<file path="src/rtl/uart_arb_pkg.sv">
// Shared types and constants for the round-robin UART transmit arbiter.
package uart_arb_pkg;

  typedef enum logic [1:0] {ARB_IDLE, ARB_LOCKED, ARB_RELEASE} arb_state_e;
  typedef enum logic [1:0] {S_IDLE, S_START, S_DATA, S_STOP} ser_state_e;

  localparam int         FRAME_BITS = 10;
  localparam logic [7:0] NEWLINE    = 8'h0A;

  function automatic int cps(input int freq, input int baud);
    return freq / baud;
  endfunction

endpackage

</file>
<file path="src/rtl/uart_tx_serializer.sv">
// 8N1 serializer: byte in on valid/ready, LSB first, each bit held CPS clocks.
module uart_tx_serializer
  import uart_arb_pkg::*;
#(
  parameter int CPS = 4
) (
  input  logic       clk_i,
  input  logic       rst_ni,
  input  logic       valid_i,
  input  logic [7:0] data_i,
  output logic       ready_o,
  output logic       tx_o,
  output logic       busy_o
);

  localparam int              CW        = (CPS > 1) ? $clog2(CPS) : 1;
  localparam logic [CW-1:0]   CYC_LAST  = CW'(CPS - 1);
  localparam logic [3:0]      LAST_DATA = 4'(FRAME_BITS - 2);

  ser_state_e    state_q, state_d;
  logic [CW-1:0] cyc_q, cyc_d;
  logic [3:0]    bit_q, bit_d;
  logic [7:0]    data_q, data_d;
  logic          tx_q, tx_d;
  logic          bit_end, accept;

  assign bit_end = (cyc_q == CYC_LAST);
  // Ready in the last stop cycle lets the next start bit follow with no gap.
  assign ready_o = (state_q == S_IDLE) || ((state_q == S_STOP) && bit_end);
  assign busy_o  = (state_q != S_IDLE);
  assign tx_o    = tx_q;
  assign accept  = valid_i && ready_o;

  always_comb begin
    state_d = state_q;
    cyc_d   = cyc_q;
    bit_d   = bit_q;
    data_d  = data_q;
    tx_d    = tx_q;
    if (state_q != S_IDLE) begin
      cyc_d = bit_end ? '0 : cyc_q + 1'b1;
      if (bit_end) begin
        bit_d = bit_q + 4'd1;
        if (state_q == S_STOP) begin
          state_d = S_IDLE;
          bit_d   = '0;
          tx_d    = 1'b1;
        end else if (bit_q == LAST_DATA) begin
          state_d = S_STOP;
          tx_d    = 1'b1;
        end else begin
          state_d = S_DATA;
          tx_d    = data_q[bit_q[2:0]];
        end
      end
    end
    if (accept) begin
      state_d = S_START;
      cyc_d   = '0;
      bit_d   = '0;
      data_d  = data_i;
      tx_d    = 1'b0;
    end
  end

  always_ff @(posedge clk_i) begin
    if (!rst_ni) begin
      state_q <= S_IDLE;
      cyc_q   <= '0;
      bit_q   <= '0;
      tx_q    <= 1'b1;
    end else begin
      state_q <= state_d;
      cyc_q   <= cyc_d;
      bit_q   <= bit_d;
      tx_q    <= tx_d;
    end
  end

  always_ff @(posedge clk_i) begin
    data_q <= data_d;
  end

endmodule

</file>
<file path="src/rtl/uart_tx_arbiter.sv">
// Round-robin, line-locked sharing of one 8N1 UART transmitter among NREQ requesters.
// Optional idle-owner forced release is enabled by defining UART_ARB_TIMEOUT_EN.
module uart_tx_arbiter
  import uart_arb_pkg::*;
#(
  parameter int NREQ         = 4,
  parameter int FREQ         = 50000000,
  parameter int BAUD         = 115200,
  parameter int HOLD_TIMEOUT = 1024
) (
  input  logic                    clk_i,
  input  logic                    rst_ni,
  input  logic [NREQ-1:0]         req_valid_i,
  input  logic [NREQ*8-1:0]       req_data_i,
  output logic [NREQ-1:0]         req_ready_o,
  output logic                    tx_o,
  output logic                    busy_o,
  output logic [$clog2(NREQ)-1:0] owner_o,
  output logic                    owner_valid_o
);

  localparam int CPS = cps(FREQ, BAUD);
  localparam int OW  = $clog2(NREQ);

  if (CPS < 2) begin : g_bad_cps
    $error("uart_tx_arbiter: FREQ/BAUD must give at least 2 clocks per bit");
  end
  if (NREQ < 2) begin : g_bad_nreq
    $error("uart_tx_arbiter: NREQ must be at least 2");
  end
  if (HOLD_TIMEOUT < 1) begin : g_bad_hold
    $error("uart_tx_arbiter: HOLD_TIMEOUT must be at least 1");
  end

  arb_state_e    state_q, state_d;
  logic [OW-1:0] owner_q, owner_d, last_q, last_d, pick;
  logic          found, tmo;
  logic          ser_valid, ser_ready, ser_busy, ser_accept;
  logic [7:0]    ser_data;
  int            cand;

  assign ser_data      = req_data_i[{owner_q, 3'b000} +: 8];
  assign ser_valid     = (state_q == ARB_LOCKED) && req_valid_i[owner_q];
  assign ser_accept    = ser_valid && ser_ready;
  assign owner_o       = owner_q;
  assign owner_valid_o = (state_q != ARB_IDLE);

  always_comb begin
    req_ready_o = '0;
    if (state_q == ARB_LOCKED) req_ready_o[owner_q] = ser_ready;
  end

  // First valid requester at or after last_owner+1, wrapping.
  always_comb begin
    found = 1'b0;
    pick  = '0;
    cand  = 0;
    for (int k = 1; k <= NREQ; k++) begin
      cand = (int'(last_q) + k) % NREQ;
      if (!found && req_valid_i[OW'(cand)]) begin
        found = 1'b1;
        pick  = OW'(cand);
      end
    end
  end

`ifdef UART_ARB_TIMEOUT_EN
  localparam int TW = $clog2(HOLD_TIMEOUT + 1);
  logic [TW-1:0] tcnt_q, tcnt_d;

  always_comb begin
    tcnt_d = tcnt_q;
    tmo    = 1'b0;
    if ((state_q != ARB_LOCKED) || ser_accept) begin
      tcnt_d = '0;
    end else if (!ser_busy && !req_valid_i[owner_q]) begin
      tcnt_d = tcnt_q + 1'b1;
      tmo    = (tcnt_d == TW'(HOLD_TIMEOUT));
    end
  end

  always_ff @(posedge clk_i) begin
    if (!rst_ni) tcnt_q <= '0;
    else         tcnt_q <= tcnt_d;
  end
`else
  assign tmo = 1'b0;
`endif

  always_comb begin
    state_d = state_q;
    owner_d = owner_q;
    last_d  = last_q;
    case (state_q)
      ARB_IDLE: begin
        if (found) begin
          owner_d = pick;
          state_d = ARB_LOCKED;
        end
      end
      ARB_LOCKED: begin
        if ((ser_accept && (ser_data == NEWLINE)) || tmo) state_d = ARB_RELEASE;
      end
      ARB_RELEASE: begin
        if (!ser_busy) begin
          last_d  = owner_q;
          state_d = ARB_IDLE;
        end
      end
      default: state_d = ARB_IDLE;
    endcase
  end

  always_ff @(posedge clk_i) begin
    if (!rst_ni) begin
      state_q <= ARB_IDLE;
      owner_q <= '0;
      last_q  <= OW'(NREQ - 1);
    end else begin
      state_q <= state_d;
      owner_q <= owner_d;
      last_q  <= last_d;
    end
  end

  uart_tx_serializer #(
    .CPS(CPS)
  ) u_ser (
    .clk_i  (clk_i),
    .rst_ni (rst_ni),
    .valid_i(ser_valid),
    .data_i (ser_data),
    .ready_o(ser_ready),
    .tx_o   (tx_o),
    .busy_o (ser_busy)
  );

  assign busy_o = ser_busy;

endmodule
</file>
<file path="config.mk">
export PLATFORM = sky130hd
export DESIGN_NAME = uart_tx_arbiter
export DESIGN_NICKNAME = d
export VERILOG_FILES = /design/src/rtl/uart_arb_pkg.sv /design/src/rtl/uart_tx_serializer.sv /design/src/rtl/uart_tx_arbiter.sv
export SDC_FILE = /design/constraint.sdc
export NUM_CORES = 1
export LEC_CHECK = 0
export CAP_MARGIN = 20
export CORE_ASPECT_RATIO = 1.4
export CORE_MARGIN = 1
export CORE_UTILIZATION = 35
export CTS_BUF_LIST = sky130_fd_sc_hd__clkbuf_8
export DETAILED_ROUTE_END_ITERATION = 10
export SKIP_CTS_REPAIR_TIMING = 1
export SYNTH_ARGS = -nofsm -noshare
export SYNTH_HDL_FRONTEND = slang
export SYNTH_SLANG_ARGS = --single-unit
</file>
<file path="constraint.sdc">
create_clock -name clk_i -period 1.8 [get_ports clk_i]
set_input_delay 0.36 -clock clk_i [delete_from_list [all_inputs] [get_ports clk_i]]
set_output_delay 0.36 -clock clk_i [all_outputs]
set_load 0.01 [all_outputs]
</file>
# After elaboration in Yosys (flattened, before gate mapping)
# Cells that the tools add are included.
[classes]
n_addsub = 6
n_lt_le_gt_ge = 7
eq_ne = 9
shifts = 1
n_mux = 43
n_bitwise = 3
n_reduce_logical = 24
[op_table]
columns = ["cell", "count"]
rows = [
  ["$shiftx A32 B6 Y8", 1],
  ["$mux W1", 24],
  ["$lt A2 B4 Y1 const B", 4],
  ["$mux W2", 8],
  ["$bmux W1 S2", 5],
  ["$add A9 B1 Y9 const B", 1],
  ["$eq A9 B9 Y1 const B", 1],
  ["$mux W9", 1],
  ["$eq A8 B4 Y1 const B", 1],
  ["$logic_and A1 B1 Y1", 8],
  ["$mux W4", 2],
  ["$reduce_and A2 Y1", 4],
  ["$reduce_bool A2 Y1", 4],
  ["$pmux W2 S3", 1],
  ["$add A2 B1 Y2 const B", 2],
  ["$add A2 B2 Y2 const B", 2],
  ["$add A4 B1 Y4 const B", 1],
  ["$and A4 B4 Y4", 1],
  ["$eq A2 B2 Y1 const B", 2],
  ["$eq A4 B4 Y1 const B", 1],
  ["$logic_not A2 Y1", 2],
  ["$lt A3 B4 Y1 const B", 1],
  ["$ne A2 B2 Y1 const B", 2],
  ["$bmux W1 S3", 1],
  ["other kinds (10)", 13],
]
[totals]
reg_bits = 30
out_inout_bits = 9
word_cells = 102

# Longest topological paths before layout
# Gate-level depths: netlist of the first run.
[logic_depth]
depth_word = 16
depth_mapped = 8

# By module
# From an unflattened synthesis of the first run, not the netlist that was laid out.
[hier_totals]
cells_unflattened = 171
area_unflattened_um2 = 1851.8
[modules_own_cells]
columns = ["mod", "n_inst", "cells_each", "area_per_inst_um2", "seq_area_each_um2"]
rows = [
  ["uart_tx_serializer", 1, 112, 1212.4, 560.5],
  ["uart_tx_arbiter", 1, 59, 639.4, 120.1],
]

# Least setup slack after synthesis of the first run
# OpenSTA, ideal clock, no wires.
[synth_path]
path_type = "flip-flop to flip-flop"
start = "register owner_q[0] (netlist: owner_o[0])"
end = "register state_q[0]"
setup_time_ns = 0.122
arrival_time_ns = 1.870
t_required_ns = 1.678
setup_slack_ns = -0.192
stages_incl_launch_ff = 7
period_less_slack_ns = 1.992
path_cell_list = "dfxtp_1 > buf_6 > buf_8 > mux4_2 > nor4b_2 > nand4_1 > o311a_1"
[synth_via]
elab_cells_between_ends = 9
cone_classes = "eq/ne: 2; shift: 1; mux: 2; reduce/logical: 4"
[synth_rtl]
columns = ["item", "line_no", "text"]
rows = [
  ["start: declaration", "uart_tx_arbiter.sv:36", "logic [OW-1:0] owner_q, owner_d, last_q, last_d, pick;"],
  ["start signal: assignment", "uart_tx_arbiter.sv:121", "owner_q <= owner_d;"],
  ["$shiftx A32 B6 Y8", "uart_tx_arbiter.sv:42", "assign ser_data = req_data_i[{owner_q, 3'b000} +: 8];"],
  ["named net ser_data[5]", "uart_tx_arbiter.sv:39", "logic [7:0] ser_data;"],
  ["$eq A8 B4 Y1", "uart_tx_arbiter.sv:102", "if ((ser_accept && (ser_data == NEWLINE)) || tmo) state_d = ARB_RELEASE;"],
  ["$logic_and A1 B1 Y1", "uart_tx_arbiter.sv:102", ""],
  ["$ne A2 B1 Y1 (no line)", "-", ""],
  ["$reduce_and A3 Y1 (no line)", "-", ""],
  ["end signal: assignment", "uart_tx_arbiter.sv:120", "state_q <= state_d;"],
  ["end: declaration", "uart_tx_arbiter.sv:35", "arb_state_e state_q, state_d;"],
]
# The timed path passes the listed nets, and every way through them passes these cells. The select of a mux whose other input is x is not followed.
# A chain may end at the register's enable or synchronous reset.

# Final worst setup path of the first run
[layout_path]
start = "register u_ser.cyc_q[7]"
end = "output port req_ready_o[1]"
[layout_via]
elab_chain_cells = 5
[layout_rtl]
columns = ["item", "line_no", "text"]
rows = [
  ["start: declaration", "uart_tx_serializer.sv:21", "logic [CW-1:0] cyc_q, cyc_d;"],
  ["start signal: assignment", "uart_tx_serializer.sv:74", "cyc_q <= cyc_d;"],
  ["$eq A9 B9 Y1", "uart_tx_serializer.sv:27", "assign bit_end = (cyc_q == CYC_LAST);"],
  ["$logic_and A1 B1 Y1", "uart_tx_serializer.sv:29", "assign ready_o = (state_q == S_IDLE) || ((state_q == S_STOP) && bit_end);"],
  ["$logic_or A1 B1 Y1", "uart_tx_serializer.sv:29", ""],
  ["$and A4 B4 Y4 (no line)", "-", ""],
  ["$mux W4", "uart_tx_arbiter.sv:50", "if (state_q == ARB_LOCKED) req_ready_o[owner_q] = ser_ready;"],
  ["end: declaration", "uart_tx_arbiter.sv:15", "output logic [NREQ-1:0] req_ready_o,"],
]
# No other way between the ends.

==> flow_metrics.py, run 1 <==
metrics = {
    "sta": {
        "finalSetupViolations": 21,
        "rsz0062_at_grt": "yes",
        "period_minus_slack_ps": 2207,
        "slew_headroom": 0.6790,
        "fmax_ghz": 0.4530,
        "worstMarginPinSlew_ps": 475.1,
        "tns_ps": -1770,
        "finalHoldViolCount": 0,
        "hold_slack_ps": 545.9,
        "final.setup_skew_ps": 6.605,
        "slew_viol_final": 0,
        "setup_ws_ps": -407.4,
        "min_period_over_period": 1.226,
    },
    "run_status": {
        "violations": "setup timing",
        "status": "complete, but fails checks",
    },
    "synthesis": {
        "async_reset_ff_frac": 0,
        "ys_ff_latch": 30,
        "syn_nets": 212,
        "post_synth_num_cell_types": 48,
        "synthTopCellsByCount": "dfxtp_1 (22), nor2_1 (20), nand2_1 (17), edfxtp_1 (8), inv_1 (8)",
        "yosys.area.top_type": "dfxtp_1",
        "ys.flop_type": "dfxtp_1",
        "synth_area_um2": 1723,
        "synth_edf_count": 8,
        "syn_inst": 170,
        "synth-warning-count": 0,
        "synth_top_area_frac": 0.2556,
        "syn-mean-instance-area_um2": 10.13,
        "post-synth-top-count-cell": "dfxtp_1",
        "synth_area_leaders": "dfxtp_1 (26%), edfxtp_1 (14%), mux4_2 (9.2%)",
        "yosysSeqAreaShare": 0.3951,
    },
    "job": {
        "cap_violations": 0,
    },
    "place": {
        "hpwlAfterDp_mm": 3.416,
        "portBuffers": 46,
        "dp_slack_ps": -544.6,
        "gp_congestion": 0.7970,
        "dp_cells": 306,
    },
    "global_route": {
        "grt_usage": 0.1889,
        "grt_max_degree": 12,
        "grt_first_pass_wirelength_mm": 7.334,
        "overflow": 0,
        "antenna_found_initial": 0,
        "grt_pass1_vias": 1713,
    },
    "floorplan": {
        "num_rows": 29,
        "core_area_um2": 4644,
        "start_util": 0.3710,
        "dieArea_um2": 5211,
        "io_pins": 47,
        "die_y_um": 85.02,
        "die_x_um": 61.30,
    },
    "route": {
        "vias": 1621,
        "ant_nets": 0,
        "drt_iter0_drc": 57,
        "drtPass1Iterations": 4,
        "drcViolationCount": 0,
        "wl_mm": 4.235,
        "wire_per_inst_um": 13.36,
        "viasPerCell": 5.114,
    },
    "worst_setup_path": {
        "start_kind": "register",
        "reg2regPathDepth": 3,
        "ff2ff_setup_slack_ps": -150,
        "path_class": "register to output pin",
        "crit_arrival_ps": 1850,
        "cpPeakStageDelay_ps": 550,
        "slowest_stage": "or4bb_4",
        "crit_end": "req_ready_o[1]",
        "cp.depth": 6,
        "cp.required_ps": 1440,
        "worst-path-max-fanout": 4,
        "r2r_end": "state_q[0]",
        "worst_setup_path_end_kind": "output pin",
        "crit_chain": "or4bb_4, o21ai_4, buf_6, nand2_4, nor3b_2, buf_2",
        "startpoint": "u_ser.cyc_q[7]",
        "rr_startpoint": "owner_o[0]",
        "critPathTopFamily": "simple AND/OR/NAND/NOR gates",
        "critPathBufInv": 2,
    },
    "pwr": {
        "powerDensity_nw_per_um2": 611.6,
        "ir_drop_mv": 0.2816,
        "power_leakage_nw": 1.064,
    },
    "clock_tree": {
        "clk_pin_slew_ps": 60,
        "htree_levels": 2,
        "cts_made_buffers": 5,
        "clock_path_buffers": 2,
        "cts_sinks": 30,
        "cts_root_buffer": "clkbuf_8",
        "cts_tree": "yes",
        "insertion_delay_ps": 280,
    },
    "min_path": {
        "hp-class": "register to register",
        "min-delay-start": "u_ser.tx_o",
    },
    "layout": {
        "drive_gt1_frac": 0.3059,
        "nets": 296,
        "diodes": 0,
        "area_delta_synth_final_pct": 54.47,
        "fin_cells": 317,
    },
}
## power breakdown
group	switching (W)	internal (W)	leakage, nW
combinational	0.000133	0.000212	0.757
clock	0.000239	0.000302	0.0524
sequential	0.0000187	0.000724	0.255
total	0.000390	0.00124	1.06
## flip-flops by register name, indices dropped and copies added, names as in the netlist
name / cells
owner_o: 2
u_ser.tx_o: 1
u_ser.cyc_q: 9
u_ser.data_q: 8
state_q: 2
last_q: 2
u_ser.bit_q: 4
u_ser.state_q: 2
## worst register-to-register path, stage by stage, from the launching register on
cell and delay [ps]:
dfxtp_4 420, mux4_2 520, or4b_4 560, o311a_1 330
## logic make-up (layout without fill, tap and decap cells)
group,Yosys count,count (layout),synth area share
and+or+nand+nor,68,68,0.2077
DFF,30,30,0.3951
AOI/OAI and AO/OA,29,29,0.1118
buffers and inverters,18,103,0.05156
muxes,13,13,0.1641
xor gates and xnor gates,8,8,0.04067
adders and majority gates,4,4,0.02905
## worst min path at each step
stage | endpoint | slack, ps | depth (start not counted)
after floorplan | u_ser.cyc_q[8] | 480 | 2
after global placement | u_ser.tx_o | 530 | 2
after detailed placement | u_ser.tx_o | 530 | 2
after CTS | u_ser.tx_o | 540 | 2
after global routing | u_ser.tx_o | 560 | 2
final | u_ser.tx_o | 550 | 2
## layout by cell type, fill, tap and decap left out, types with 4 or more instances in the layout
cell type / netlist / layout
xor2_1: 6 / 6
buf_4: 0 / 38
inv_1: 8 / 8
mux4_2: 7 / 8
nand2_1: 17 / 15
edfxtp_1: 8 / 8
nand4_1: 6 / 6
ha_1: 4 / 4
clkdlybuf4s50_1: 0 / 40
a21oi_1: 7 / 7
o21ai_0: 4 / 4
nor2_1: 20 / 19
clkbuf_8: 0 / 6
dfxtp_1: 22 / 18
## layer usage
layer,vias up,track usage,share of wire
met5,-,0,0
met2,40,0.3261,0.54
met3,5,0.04573,0.043
met4,0,0.07645,0.015
li1,807,-,-
met1,769,0.2148,0.40
## per-stage QoR
| stage | area, um^2 | total power [W] | util |
|---|---|---|---|
| after floorplan | 1730 | 0.0009025 | - |
| after global placement | 2490 | 0.001075 | 0.5361 |
| after detailed placement | 2490 | 0.001084 | 0.5361 |
| after CTS | 2581 | 0.001629 | 0.5558 |
| after global routing | 2661 | 0.001706 | 0.5730 |
| final | 2661 | 0.001628 | 0.5730 |
## final cells by class
type | count | area [um^2]
fill | 417 | 1983
tap | 62 | 77.57
timing repair buffer | 86 | 753.2
clock inverter | 2 | 8.758
multi-input combinational | 122 | 1012
sequential | 30 | 690.7
clock buffer | 6 | 82.58
inverter | 9 | 36.28
No activity file was read; power rests on OpenSTA's default activity.
==> run 2: changes to the inputs <==
--- a/config.mk
+++ b/config.mk
@@ -5,6 +5,7 @@
 export SDC_FILE = /design/constraint.sdc
 export NUM_CORES = 1
 export LEC_CHECK = 0
+export ABC_AREA = 1
 export CAP_MARGIN = 20
 export CORE_ASPECT_RATIO = 1.4
 export CORE_MARGIN = 1
@@ -12,6 +13,7 @@
 export CTS_BUF_LIST = sky130_fd_sc_hd__clkbuf_8
 export DETAILED_ROUTE_END_ITERATION = 10
 export SKIP_CTS_REPAIR_TIMING = 1
+export SLEW_MARGIN = 5
 export SYNTH_ARGS = -nofsm -noshare
 export SYNTH_HDL_FRONTEND = slang
 export SYNTH_SLANG_ARGS = --single-unit
==> run 2 against run 1 <==
Effect of this change:
- the run still ends with setup timing left
- largest power group unchanged
- area after synthesis is 19% higher
- sequential power is 2% higher
- sequential share of layout area is 2.5 points lower
- utilization is 4.6 points lower
==> flow_metrics.py, run 2 <==
metrics = {
    "layout": {
        "postLayoutCellArea_um2": 2935,
        "final_common_cell": "nand2_1",
        "final_cell_mix": "nand2_1 (136), clkdlybuf4s50_1 (40), inv_1 (30)",
        "nets": 444,
        "regMostFlops": "u_ser.cyc_q",
        "drive_gt1_frac": 0.2035,
        "largest_reg_flops": 9,
        "area_delta_synth_final_pct": 43.31,
        "top_regs": "u_ser.cyc_q x9, u_ser.data_q x8, u_ser.bit_q x4",
        "diodes": 0,
    },
    "place": {
        "dp_slack_ps": -168.8,
        "hpwlAfterDp_mm": 3.923,
        "placed_area_um2": 2771,
        "portBuffers": 46,
        "gp_congestion": 0.7917,
    },
    "sta": {
        "fmax_ghz": 0.5546,
        "tns_ps": -3.184,
        "slew_headroom": 0.7182,
        "final.setup_skew_ps": 9.951,
        "slew_viol_final": 0,
        "min_period_over_period": 1.002,
        "period_minus_slack_ps": 1803,
        "setup_ws_ps": -3.184,
        "rsz0062_at_grt": "yes",
        "worstMarginPinSlew_ps": 421.4,
        "finalHoldViolCount": 0,
        "finalSetupViolations": 1,
    },
    "worst_setup_path": {
        "start_kind": "register",
        "critPathBufInv": 3,
        "critPathTopFamily": "simple AND/OR/NAND/NOR gates",
        "worst_setup_path_end_kind": "output pin",
        "cpPeakStageDelay_ps": 320,
        "worst-path-max-fanout": 4,
        "slowest_stage": "dfxtp_2",
        "crit_chain": "inv_2, ha_4, nand2_2, nor2_2, nand2_1, nand2_1, nand2_2, buf_6, nor2_4, buf_6",
        "cp.required_ps": 1440,
        "path_class": "register to output pin",
        "crit_arrival_ps": 1440,
    },
    "synthesis": {
        "synth-warning-count": 0,
        "ys.flop_type": "dfxtp_1",
        "synth_top_area_frac": 0.2511,
        "post-synth-top-count-cell": "nand2_1",
        "synthTopCellsByCount": "nand2_1 (137), inv_1 (31), nor2_1 (31), dfxtp_1 (22), nand3_1 (17)",
        "async_reset_ff_frac": 0,
        "synth_area_um2": 2048,
        "synth_edf_count": 8,
        "ys_ff_latch": 30,
        "syn_inst": 325,
        "yosysSeqAreaShare": 0.3323,
        "synth_area_leaders": "nand2_1 (25%), dfxtp_1 (22%), edfxtp_1 (12%)",
        "post_synth_num_cell_types": 32,
        "yosys.area.top_type": "nand2_1",
        "syn_nets": 367,
        "syn-mean-instance-area_um2": 6.302,
    },
    "clock_tree": {
        "clk_pin_slew_ps": 70,
        "insertion_delay_ps": 280,
        "clock_path_buffers": 2,
        "htree_levels": 2,
        "cts_tree": "yes",
        "cts_sinks": 30,
        "cts_made_buffers": 5,
        "cts_root_buffer": "clkbuf_8",
    },
    "global_route": {
        "grt_pass1_vias": 1977,
        "grt_first_pass_wirelength_mm": 8.183,
        "grt_max_degree": 14,
        "antenna_found_initial": 0,
        "grt_usage": 0.1696,
        "overflow": 0,
    },
    "floorplan": {
        "num_rows": 32,
        "dieArea_um2": 6167,
        "die_y_um": 92.52,
        "die_x_um": 66.66,
        "core_area_um2": 5565,
        "io_pins": 47,
        "start_util": 0.3680,
    },
    "run_status": {
        "status": "complete, but fails checks",
        "violations": "setup timing",
    },
    "route": {
        "wire_per_inst_um": 10.31,
        "wl_mm": 4.854,
        "ant_nets": 0,
        "vias": 2159,
        "viasPerCell": 4.584,
        "drtPass1Iterations": 4,
        "drcViolationCount": 0,
        "drt_iter0_drc": 53,
    },
    "job": {
        "cap_violations": 0,
    },
    "pwr": {
        "clockPowerShare": 0.300,
        "power.internal_w": 0.001224,
        "switching_power_w": 0.0005049,
        "power.total_w": 0.001729,
        "p_sw_frac": 0.2920,
        "p_comb_frac": 0.264,
        "ir_drop_mv": 0.2332,
        "power_leakage_nw": 1.424,
        "powerDensity_nw_per_um2": 589.0,
        "power_frac_seq": 0.437,
    },
    "min_path": {
        "hp-class": "register to register",
    },
}
[run 2: cell count changes after synthesis, moves of 7 or more]
cell | before | now
inv_1 | 8 | 31
mux4_2 | 7 | 0
nor2_1 | 20 | 31
nand2_1 | 17 | 137
nand3_1 | 3 | 17
[run 2: worst reg2reg max path: stages (launching register included)]
cell and delay (ps):
dfxtp_2 320, inv_2 50, ha_4 120, nand2_2 50
nor2_2 70, nand2_1 70, nand2_1 80, nand2_2 70
buf_6 140, buf_4 140, nor2_4 150, buf_12 150
[run 2: worst paths after layout]
path	start	endpoint	slack, ps	cells past startpoint
worst max-delay path	u_ser.cyc_q[1]	req_ready_o[1]	-3	10
worst min register to register	u_ser.cyc_q[5]	u_ser.cyc_q[5]	480	2
worst min-delay path	u_ser.cyc_q[5]	u_ser.cyc_q[5]	480	2
worst max register to register	u_ser.cyc_q[1]	u_ser.data_q[5]	120	11
[run 2: metrics by stage]
stage | utilization | cells | hold WS, ps
after CTS | 0.5133 | 470 | 487.9
final | 0.5274 | 471 | 483.4
after global placement | 0.4980 | 462 | 457.9
after detailed placement | 0.4980 | 462 | 474.2
after global routing | 0.5274 | 471 | 496.9
after floorplan | - | 325 | 440.6
[run 2: cell type report]
type	instances	area (um^2)
tap	68	85.08
clock inverter	3	16.27
sequential	30	688.2
timing repair buffer	76	705.7
inverter	40	157.7
clock buffer	5	68.82
multi-input combinational	249	1214
fill	563	2630
[run 2: logic make-up after synthesis]
group | Yosys count | share of synthesized area
AOI/OAI and AO/OA | 29 | 0.07881
xor gates and xnor gates | 4 | 0.01711
and+or+nand+nor | 212 | 0.4447
buffers and inverters | 46 | 0.1026
adders and majority gates | 4 | 0.02444
DFF | 30 | 0.3323
[run 2: power groups by stage]
stage	registers [W]	clock network [W]	logic [W]
6_report	0.000755	0.000518	0.000456
5_1_grt	0.000758	0.000562	0.000511
4_1_cts	0.000750	0.000537	0.000440
3_5_place_dp	0.000765	0	0.000439
3_3_place_gp	0.000765	0	0.000436
2_1_floorplan	0.000764	0	0.000239
[run 2: metal layers]
| layer | vias up | share of wire | track usage |
|---|---|---|---|
| met5 | - | 0 | 0 |
| met4 | 0 | 0.016 | 0.06383 |
| met3 | 6 | 0.030 | 0.02709 |
| met2 | 41 | 0.53 | 0.3173 |
| met1 | 941 | 0.42 | 0.1828 |
| li1 | 1171 | - | - |
